--- config.mk ---
export PLATFORM = sky130hd
export DESIGN_NAME = decode_stage
export DESIGN_NICKNAME = d
export VERILOG_FILES = /design/src/rtl/decode_pkg.sv /design/src/rtl/decode_comb.sv /design/src/rtl/decode_stage.sv
export SDC_FILE = /design/constraint.sdc
export NUM_CORES = 1
export LEC_CHECK = 0
export CORE_AREA = 2 2 77 134
export CTS_CLUSTER_DIAMETER = 120
export DETAILED_ROUTE_END_ITERATION = 7
export DIE_AREA = 0 0 79 136
export PLACE_DENSITY_LB_ADDON = 0.25
export SYNTH_ARGS = -nofsm -noshare
export SYNTH_HDL_FRONTEND = slang
export SYNTH_SLANG_ARGS = --single-unit
--- constraint.sdc ---
create_clock -name clk -period 3.4 [get_ports clk]
set_clock_uncertainty 0.1 [all_clocks]
set_input_delay 0.34 -clock clk [delete_from_list [all_inputs] [get_ports clk]]
set_output_delay 0.34 -clock clk [all_outputs]
set_load 0.005 [all_outputs]
--- src/rtl/decode_pkg.sv ---
// Shared decode definitions: opcodes, funct codes, ALU codes and the control bundle.
// DECODE_ILLEGAL_TRAP_EN adds an illegal-encoding flag to the control bundle.
package decode_pkg;
  localparam int REG_ADDR_W = 5;

  localparam logic [5:0] OP_RTYPE = 6'h00;
  localparam logic [5:0] OP_BEQ   = 6'h04;
  localparam logic [5:0] OP_ADDI  = 6'h08;
  localparam logic [5:0] OP_LW    = 6'h23;
  localparam logic [5:0] OP_SW    = 6'h2B;
  localparam logic [5:0] FN_ADD   = 6'h20;
  localparam logic [5:0] FN_SLT   = 6'h2A;

  localparam logic [2:0] ALU_ADD = 3'b000;
  localparam logic [2:0] ALU_SLT = 3'b100;
  localparam logic [2:0] ALU_SUB = 3'b110;

  typedef struct packed {
    logic [2:0] alu_op;
    logic       alu_src2;
    logic       reg_write;
    logic       reg_dst;
    logic       mem_read;
    logic       mem_write;
    logic       mem_to_reg;
    logic       is_branch;
    logic       reads_rt;   // rt is a source operand (hazard check)
`ifdef DECODE_ILLEGAL_TRAP_EN
    logic       illegal;
`endif
  } ctrl_t;
endpackage

--- src/rtl/decode_comb.sv ---
// Pure combinational instruction decoder: instr -> control bundle, register addresses, extended immediate.
// DECODE_ILLEGAL_TRAP_EN: also flags unknown opcode/funct.
module decode_comb
  import decode_pkg::*;
#(
  parameter int DATA_W       = 32,
  parameter int IMM_SIGN_EXT = 1
) (
  input  logic [31:0]           instr,
  output ctrl_t                 ctrl,
  output logic [DATA_W-1:0]     imm,
  output logic [REG_ADDR_W-1:0] rs,
  output logic [REG_ADDR_W-1:0] rt,
  output logic [REG_ADDR_W-1:0] wr_addr
);
  logic [5:0] op, fn;
  logic       unused_shamt;

  assign op           = instr[31:26];
  assign fn           = instr[5:0];
  assign rs           = instr[25:21];
  assign rt           = instr[20:16];
  assign unused_shamt = ^instr[10:6];
  assign wr_addr      = (op == OP_RTYPE) ? instr[15:11] : instr[20:16];
  assign imm = (IMM_SIGN_EXT != 0) ? {{(DATA_W-16){instr[15]}}, instr[15:0]}
                                   : {{(DATA_W-16){1'b0}}, instr[15:0]};

  always_comb begin
    ctrl = '0;
    case (op)
      OP_RTYPE: begin
        ctrl.reads_rt = 1'b1;
        case (fn)
          FN_ADD: begin ctrl.reg_write = 1'b1; ctrl.reg_dst = 1'b1; end
          FN_SLT: begin ctrl.reg_write = 1'b1; ctrl.reg_dst = 1'b1; ctrl.alu_op = ALU_SLT; end
`ifdef DECODE_ILLEGAL_TRAP_EN
          default: ctrl.illegal = 1'b1;
`else
          default: ;
`endif
        endcase
      end
      OP_LW:   begin ctrl.mem_read = 1'b1; ctrl.mem_to_reg = 1'b1; ctrl.alu_src2 = 1'b1; end
      OP_SW:   begin ctrl.mem_write = 1'b1; ctrl.alu_src2 = 1'b1; ctrl.reads_rt = 1'b1; end
      OP_ADDI: begin ctrl.reg_write = 1'b1; ctrl.alu_src2 = 1'b1; end
      OP_BEQ:  begin ctrl.is_branch = 1'b1; ctrl.alu_op = ALU_SUB; ctrl.reads_rt = 1'b1; end
`ifdef DECODE_ILLEGAL_TRAP_EN
      default: ctrl.illegal = 1'b1;
`else
      default: ;
`endif
    endcase
    // r0 is hardwired zero: never write it
    if (wr_addr == '0) ctrl.reg_write = 1'b0;
  end
endmodule

--- src/rtl/decode_stage.sv ---
// Decode stage with ID/EX register, load-use interlock, EX flush and saturating stall counter.
// DECODE_ILLEGAL_TRAP_EN: adds out_illegal and locks intake while an illegal instruction sits in ID/EX.
module decode_stage
  import decode_pkg::*;
#(
  parameter int DATA_W       = 32,
  parameter int CNT_W        = 16,
  parameter int IMM_SIGN_EXT = 1
) (
  input  logic                  clk,
  input  logic                  rst,
  input  logic                  flush,
  input  logic                  in_valid,
  output logic                  in_ready,
  input  logic [31:0]           in_instr,
  input  logic [DATA_W-1:0]     in_pc,
  output logic                  out_valid,
  input  logic                  out_ready,
  output logic [DATA_W-1:0]     out_pc,
  output logic [REG_ADDR_W-1:0] out_rs,
  output logic [REG_ADDR_W-1:0] out_rt,
  output logic [REG_ADDR_W-1:0] out_wr_addr,
  output logic [DATA_W-1:0]     out_imm,
  output logic [2:0]            out_alu_op,
  output logic                  out_alu_src2,
  output logic                  out_reg_write,
  output logic                  out_reg_dst,
  output logic                  out_mem_read,
  output logic                  out_mem_write,
  output logic                  out_mem_to_reg,
  output logic                  out_is_branch,
`ifdef DECODE_ILLEGAL_TRAP_EN
  output logic                  out_illegal,
`endif
  output logic [CNT_W-1:0]      stall_count
);
  ctrl_t                 dec;
  logic [DATA_W-1:0]     dec_imm;
  logic [REG_ADDR_W-1:0] dec_rs, dec_rt, dec_wr;
  logic                  load_en, hazard, lock, fire;

  decode_comb #(.DATA_W(DATA_W), .IMM_SIGN_EXT(IMM_SIGN_EXT)) u_dec (
    .instr(in_instr), .ctrl(dec), .imm(dec_imm),
    .rs(dec_rs), .rt(dec_rt), .wr_addr(dec_wr)
  );

`ifdef DECODE_ILLEGAL_TRAP_EN
  assign lock = out_valid & out_illegal;
`else
  assign lock = 1'b0;
`endif

  // A locked illegal instruction stays parked in ID/EX until flushed
  assign load_en  = (!out_valid || out_ready) && !lock;
  assign hazard   = out_valid && out_mem_read && (out_wr_addr != '0) && in_valid &&
                    ((dec_rs == out_wr_addr) || (dec.reads_rt && (dec_rt == out_wr_addr)));
  assign in_ready = flush || (load_en && !hazard);
  assign fire     = in_valid && in_ready && !flush;

  always_ff @(posedge clk or posedge rst) begin
    if (rst) begin
      out_valid      <= 1'b0;
      out_pc         <= '0;
      out_rs         <= '0;
      out_rt         <= '0;
      out_wr_addr    <= '0;
      out_imm        <= '0;
      out_alu_op     <= '0;
      out_alu_src2   <= 1'b0;
      out_reg_write  <= 1'b0;
      out_reg_dst    <= 1'b0;
      out_mem_read   <= 1'b0;
      out_mem_write  <= 1'b0;
      out_mem_to_reg <= 1'b0;
      out_is_branch  <= 1'b0;
`ifdef DECODE_ILLEGAL_TRAP_EN
      out_illegal    <= 1'b0;
`endif
      stall_count    <= '0;
    end else if (flush) begin
      out_valid      <= 1'b0;
`ifdef DECODE_ILLEGAL_TRAP_EN
      out_illegal    <= 1'b0;
`endif
    end else if (load_en) begin
      out_valid <= fire;
      if (fire) begin
        out_pc         <= in_pc;
        out_rs         <= dec_rs;
        out_rt         <= dec_rt;
        out_wr_addr    <= dec_wr;
        out_imm        <= dec_imm;
        out_alu_op     <= dec.alu_op;
        out_alu_src2   <= dec.alu_src2;
        out_reg_write  <= dec.reg_write;
        out_reg_dst    <= dec.reg_dst;
        out_mem_read   <= dec.mem_read;
        out_mem_write  <= dec.mem_write;
        out_mem_to_reg <= dec.mem_to_reg;
        out_is_branch  <= dec.is_branch;
`ifdef DECODE_ILLEGAL_TRAP_EN
        out_illegal    <= dec.illegal;
`endif
      end
      // hazard implies the load is leaving this cycle, so a bubble goes in
      if (hazard && !(&stall_count)) stall_count <= stall_count + CNT_W'(1);
    end
  end
endmodule

* Yosys cells after proc, flatten, opt, wreduce, memory -nomap -nowiden
Index checks and enable logic that the tools add are counted.
** Word-level totals
- Bits in registers :: 89
- Input port bits :: 69
- Logic and storage cells :: 64
- Output and inout bits :: 107
** Operators by class
- Reduce and logical (&&, ||, !) cells :: 26
- Bitwise gates (word level) :: 1
- Equality and inequality tests :: 8
- Mux-type cells :: 14
- $add $sub $neg :: 1
** Operator list (count)
- $eq A6 B6 Y1 const B :: 4
- $add A16 B1 Y16 const B :: 1
- $reduce_and A16 Y1 :: 1
- $eq A5 B5 Y1 :: 2
- $logic_and A1 B1 Y1 :: 9
- $mux W1 :: 9
- $eq A6 B3 Y1 const B :: 1
- $eq A6 B4 Y1 const B :: 1
- $logic_not A6 Y1 :: 1
- $pmux W3 S2 :: 1
- $reduce_and A3 Y1 :: 2
- $reduce_or A3 Y1 :: 2
- $logic_not A5 Y1 :: 1
- $mux W5 :: 1
- $reduce_bool A5 Y1 :: 1
- $logic_not A1 Y1 :: 4
- $logic_or A1 B1 Y1 :: 3
- $mux W3 :: 1
- $mux W2 :: 1
- $pmux W1 S2 :: 1
- $reduce_bool A2 Y1 :: 1
- $reduce_or A2 Y1 :: 1
- $not A1 Y1 :: 1

* Logic depth before layout (Yosys ltp)
- Depth after elaboration :: 13
- Depth in mapped cells :: 9

* By module
A second synthesis with hierarchy kept.
** Unflattened totals
- Cells, all modules :: 369
- Area, all modules :: 4911.0 um2
** By module, submodules not included
- decode_stage :: times used 1, seq. area each 2652.5 um2, cells an instance 291, area an instance 4357.9 um2
- decode_comb :: times used 1, seq. area each 0.0 um2, cells an instance 78, area an instance 553.0 um2

* Worst setup path before layout
OpenSTA, ideal clock, no wires.
- Kind :: flip-flop to flip-flop
- Start :: register out_wr_addr[2]
- End :: register out_pc[11]
- Arrival :: 2.042 ns
- Setup slack :: 1.133 ns
- Required time :: 3.175 ns
- Cell stages (with the launch flop) :: 8
- Cells stage by stage :: dfrtp_1 -> or4_1 -> o2111ai_2 -> or4_1 -> o211ai_1 -> buf_4 -> buf_6 -> mux2_2
** Between the ends
- Cells in the longest elaborated chain, start to end :: 10
** RTL lines
- from (decl) :: line decode_stage.sv:22 : output logic [REG_ADDR_W-1:0] out_wr_addr,
- from (signal assigned) :: line decode_stage.sv:91 : out_wr_addr <= dec_wr;
- $eq A5 B5 Y1 or $reduce_bool A5 Y1 (tied branches) :: line decode_stage.sv:56, decode_stage.sv:55
- $logic_and A1 B1 Y1, on equally long branches :: line decode_stage.sv:56, decode_stage.sv:55
- $logic_or A1 B1 Y1 or $logic_and A1 B1 Y1 (tied branches) :: line decode_stage.sv:56, decode_stage.sv:55
- $logic_and A1 B1 Y1 (*) :: line decode_stage.sv:55 : assign hazard = out_valid && out_mem_read && (out_wr_addr != '0) && in_valid &&
- $logic_not A1 Y1 (*) :: line decode_stage.sv:57 : assign in_ready = flush || (load_en && !hazard);
- $logic_and A1 B1 Y1 (*) :: line decode_stage.sv:57
- $logic_or A1 B1 Y1 (*) :: line decode_stage.sv:57
- $logic_and A1 B1 Y1 (*) (2 in series) :: line decode_stage.sv:58 : assign fire = in_valid && in_ready && !flush;
- $reduce_and A3 Y1 (no line) (*)
- to (signal assigned) :: line decode_stage.sv:88 : out_pc <= in_pc;
- to (decl) :: line decode_stage.sv:19 : output logic [DATA_W-1:0] out_pc,
Every way passes the cells marked *; elsewhere a longest branch is shown, timed or not.
A chain may end at the register's enable or synchronous reset.

* Worst setup path after layout
- Start :: register out_wr_addr[1]
- End :: output in_ready
** Between the ends
- Cells in the longest elaborated chain, start to end :: 7
** RTL lines
- $eq A5 B5 Y1 or $reduce_bool A5 Y1 (tied branches) :: line decode_stage.sv:56, decode_stage.sv:55
- $logic_and A1 B1 Y1, on equally long branches :: line decode_stage.sv:56, decode_stage.sv:55
- $logic_or A1 B1 Y1 or $logic_and A1 B1 Y1 (tied branches) :: line decode_stage.sv:56, decode_stage.sv:55
- $logic_and A1 B1 Y1 (*) :: line decode_stage.sv:55
- $logic_not A1 Y1 (*) :: line decode_stage.sv:57
- $logic_and A1 B1 Y1 (*) :: line decode_stage.sv:57
- $logic_or A1 B1 Y1 (*) :: line decode_stage.sv:57
- to (decl) :: line decode_stage.sv:14 : output logic in_ready,
Marks and branches as above.

==> insert_results.sql <==
INSERT INTO impl_metrics (metric_group, metric, value, unit) VALUES
('outcome', 'outcome', 'finished clean', ''),
('cts', 'clock_tree.htree_level_count', '3', ''),
('sta', 'setup_viol_count_final', '0', ''),
('floorplanning', 'fp.dieW', '79', 'um'),
('cts', 'cts.hold.buffers_added', '0', ''),
('grt', 'first_global_vias', '3131', ''),
('yosys', 'ys_async_sr_fraction', '100', '%'),
('floorplanning', 'die_height', '136', 'um'),
('yosys', 'yosys.cell_count.top_type', 'sky130_fd_sc_hd__dfrtp_1', ''),
('critical_path', 'critical_path_arrival', '2570', 'ps'),
('cts', 'cts.path.max_buffers', '2', ''),
('detailed_routing', 'drtIter0Drc', '75', ''),
('layout', 'area.growth.synth_to_final', '52.1', '%'),
('critical_path', 'setup.worst_path.class', 'flip-flop to output pin', ''),
('yosys', 'post_synth_mux_area_share', '18.1', '%'),
('place', 'routability_driven_placement_congestion_ratio', '0.763', ''),
('yosys', 'synthTopCellsByCount', 'sky130_fd_sc_hd__dfrtp_1 (88), sky130_fd_sc_hd__mux2_2 (59), sky130_fd_sc_hd__buf_4 (19), sky130_fd_sc_hd__nand2_1 (19), sky130_fd_sc_hd__xnor2_1 (19)', ''),
('pwr', 'totalPowerFinal', '2960', 'uW'),
('layout', 'share_of_final_layout_standard_cells_stronger_than_drive_strength_1', '17.8', '%'),
('grt', 'groute.layer.met3.usage', '6.04', '%'),
('place', 'io_buffer_count', '174', ''),
('yosys', 'synthCells', '307', ''),
('floorplanning', 'fp-row-count', '48', ''),
('yosys', 'netlist_top_cells_area', 'sky130_fd_sc_hd__dfrtp_1 (56%), sky130_fd_sc_hd__mux2_2 (17%), sky130_fd_sc_hd__xnor2_1 (4.2%)', ''),
('place', 'post-dp-hpwl', '7.36', 'mm'),
('yosys', 'synth_fa_ha_area_share', '0.317', '%'),
('critical_path', 'worst_ep_required_time', '2960', 'ps'),
('sta', 'timing_hold_violations_final', '0', ''),
('layout', 'num_antenna_cells', '0', ''),
('detailed_routing', 'remaining_number_of_nets_flagged_by_the_antenna_check_after_routing', '0', ''),
('cts', 'clockRootBuffer', 'sky130_fd_sc_hd__clkbuf_16', ''),
('floorplanning', 'io_pins', '176', ''),
('yosys', 'synth_edf_count', '0', ''),
('layout', 'biggestRegsByFlops', 'out_pc (32), out_imm (16), stall_count (16)', ''),
('layout', 'final_nets', '537', ''),
('grt', 'grtUsageTotal', '18.5', '%'),
('sta', 'rsz0062_at_grt', 'no', ''),
('critical_path', 'timing_startpoint_of_the_critical_path', 'out_wr_addr[1]$_DFFE_PP0P_', ''),
('floorplanning', 'design.die.area', '10700', 'um2'),
('sta', 'hold_ws', '297', 'ps'),
('grt', 'grt_max_degree', '89', ''),
('yosys', 'post_synthesis_register_bit_count', '88', ''),
('cts', 'cts_tree', 'yes', ''),
('pwr', 'power_leakage', '0.00248', 'uW'),
('detailed_routing', 'route.vias.total', '2959', ''),
('sta', 'achievable-frequency', '0.333', 'GHz'),
('detailed_routing', 'viasPerCell', '4.96', ''),
('yosys', 'dominant_combinational_cell_family_by_area_after_synthesis', 'multiplexers', ''),
('critical_path', 'worst_setup_path_end_kind', 'output pin', ''),
('detailed_routing', 'drtPass1Iterations', '4', ''),
('cts', 'cts_setup_buffers', '0', ''),
('yosys', 'synth.yosys.seq_area_share', '55.7', '%'),
('yosys', 'synth_area_leader', 'sky130_fd_sc_hd__dfrtp_1', ''),
('cts', 'post_cts_resize_count', '0', ''),
('critical_path', 'setup_crit_start_kind', 'flip-flop', ''),
('yosys', 'synthesis.yosys.warnings', '0', ''),
('yosys', 'most_instantiated_flip_flop_cell_in_the_synthesis_netlist', 'sky130_fd_sc_hd__dfrtp_1', ''),
('sta', 'timing.max_slew.rel_slack', '60.2', '%'),
('cts', 'number_of_clock_sinks_seen_by_cts', '88', ''),
('layout', 'flip_flop_count_of_the_largest_register_all_copies_and_words_added', '32', ''),
('sta', 'timing_max_transition_violations_final', '0', ''),
('yosys', 'mappedNetlistNets', '377', ''),
('detailed_routing', 'drt_wl_total', '9.59', 'mm'),
('grt', 'busiest_layer', 'met2', ''),
('job', 'max-cap-violations', '0', ''),
('yosys', 'synthSimpleGateAreaFrac', '9.37', '%'),
('sta', 'final.min_clock_period', '3010', 'ps'),
('critical_path', 'reg2reg_from', 'out_wr_addr[2]$_DFFE_PP0P_', ''),
('critical_path', 'critical_path.max_fanout', '5', ''),
('yosys', 'yosysTopAreaCellShare', '55.7', '%'),
('grt', 'globalRouteOverflowTotal', '0', '');
==> worst max-delay path: stages, from the launching register on <==
cell,delay (ps)
sky130_fd_sc_hd__dfrtp_1,430
sky130_fd_sc_hd__or4_1,560
sky130_fd_sc_hd__o2111ai_2,240
sky130_fd_sc_hd__or4_1,190
sky130_fd_sc_hd__o21ai_2,70
sky130_fd_sc_hd__o21ai_0,190
sky130_fd_sc_hd__clkdlybuf4s50_1,540
==> cell families after synthesis <==
group,Yosys count
other,1
xor gates and xnor gates,26
DFF,88
and+or+nand+nor,68
buffers and inverters,35
muxes,64
adders and majority gates,1
AOI/OAI and AO/OA,24
==> routing by layer <==
| layer | wire [um] | vias to the layer above |
|---|---|---|
| li1 | - | 1386 |
| met4 | 199 | 0 |
| met3 | 685 | 15 |
| met5 | 0 | - |
| met1 | 3350 | 1440 |
| met2 | 5360 | 118 |
==> layout make-up <==
cell class | instances | area [um2]
Clock inverter | 5 | 81.3
Inverter | 6 | 23.8
Sequential cell | 88 | 2200
Clock buffer | 11 | 233
Timing Repair Buffer | 178 | 1810
Tap cell | 125 | 156
Multi-Input combinational cell | 184 | 1500
Fill cell | 851 | 3720
==> cells in the final DEF, fill, tap and decap left out, types with 3 or more instances in the layout <==
cell                              instances
sky130_fd_sc_hd__clkdlybuf4s50_1        174
sky130_fd_sc_hd__dfrtp_1                 88
sky130_fd_sc_hd__mux2_2                  59
sky130_fd_sc_hd__nand2_1                 19
sky130_fd_sc_hd__xnor2_1                 19
sky130_fd_sc_hd__nand4_1                 12
sky130_fd_sc_hd__o21ai_0                 10
sky130_fd_sc_hd__clkbuf_16                9
sky130_fd_sc_hd__nand3_1                  7
sky130_fd_sc_hd__xor2_1                   7
sky130_fd_sc_hd__nor2_1                   7
sky130_fd_sc_hd__or4_1                    6
sky130_fd_sc_hd__inv_1                    5
sky130_fd_sc_hd__mux2i_1                  5
sky130_fd_sc_hd__and3_1                   3
sky130_fd_sc_hd__buf_12                   3
==> final timing paths <==
kind	end	slack, ps
setup / recovery	in_ready	390
hold / removal	out_pc[7]$_DFFE_PP0P_	300
setup reg to reg	out_imm[8]$_DFFE_PP0P_	890
hold reg to reg	out_alu_src2$_DFFE_PP0P_	380
max in group asynchronous	out_alu_src2$_DFFE_PP0P_	2490
min in group clk	out_alu_src2$_DFFE_PP0P_	380
==> through the flow <==
stage / std cells / cell area [um2] / setup WS [ps] / util (%)
after floorplan: 307 / 3950 / 681 / -
after global placement: 581 / 5700 / 572 / 58.5
after detailed placement: 581 / 5700 / 547 / 58.5
after CTS: 597 / 6010 / 374 / 61.8
after global routing: 597 / 6010 / 305 / 61.8
final: 597 / 6010 / 393 / 61.8
==> power breakdown <==
group          internal (uW)  switching, uW  total (uW)
registers               1180           84.1        1260
logic                    460            201         661
clock network            644            392        1040
No activity file was read; power rests on OpenSTA's default activity.
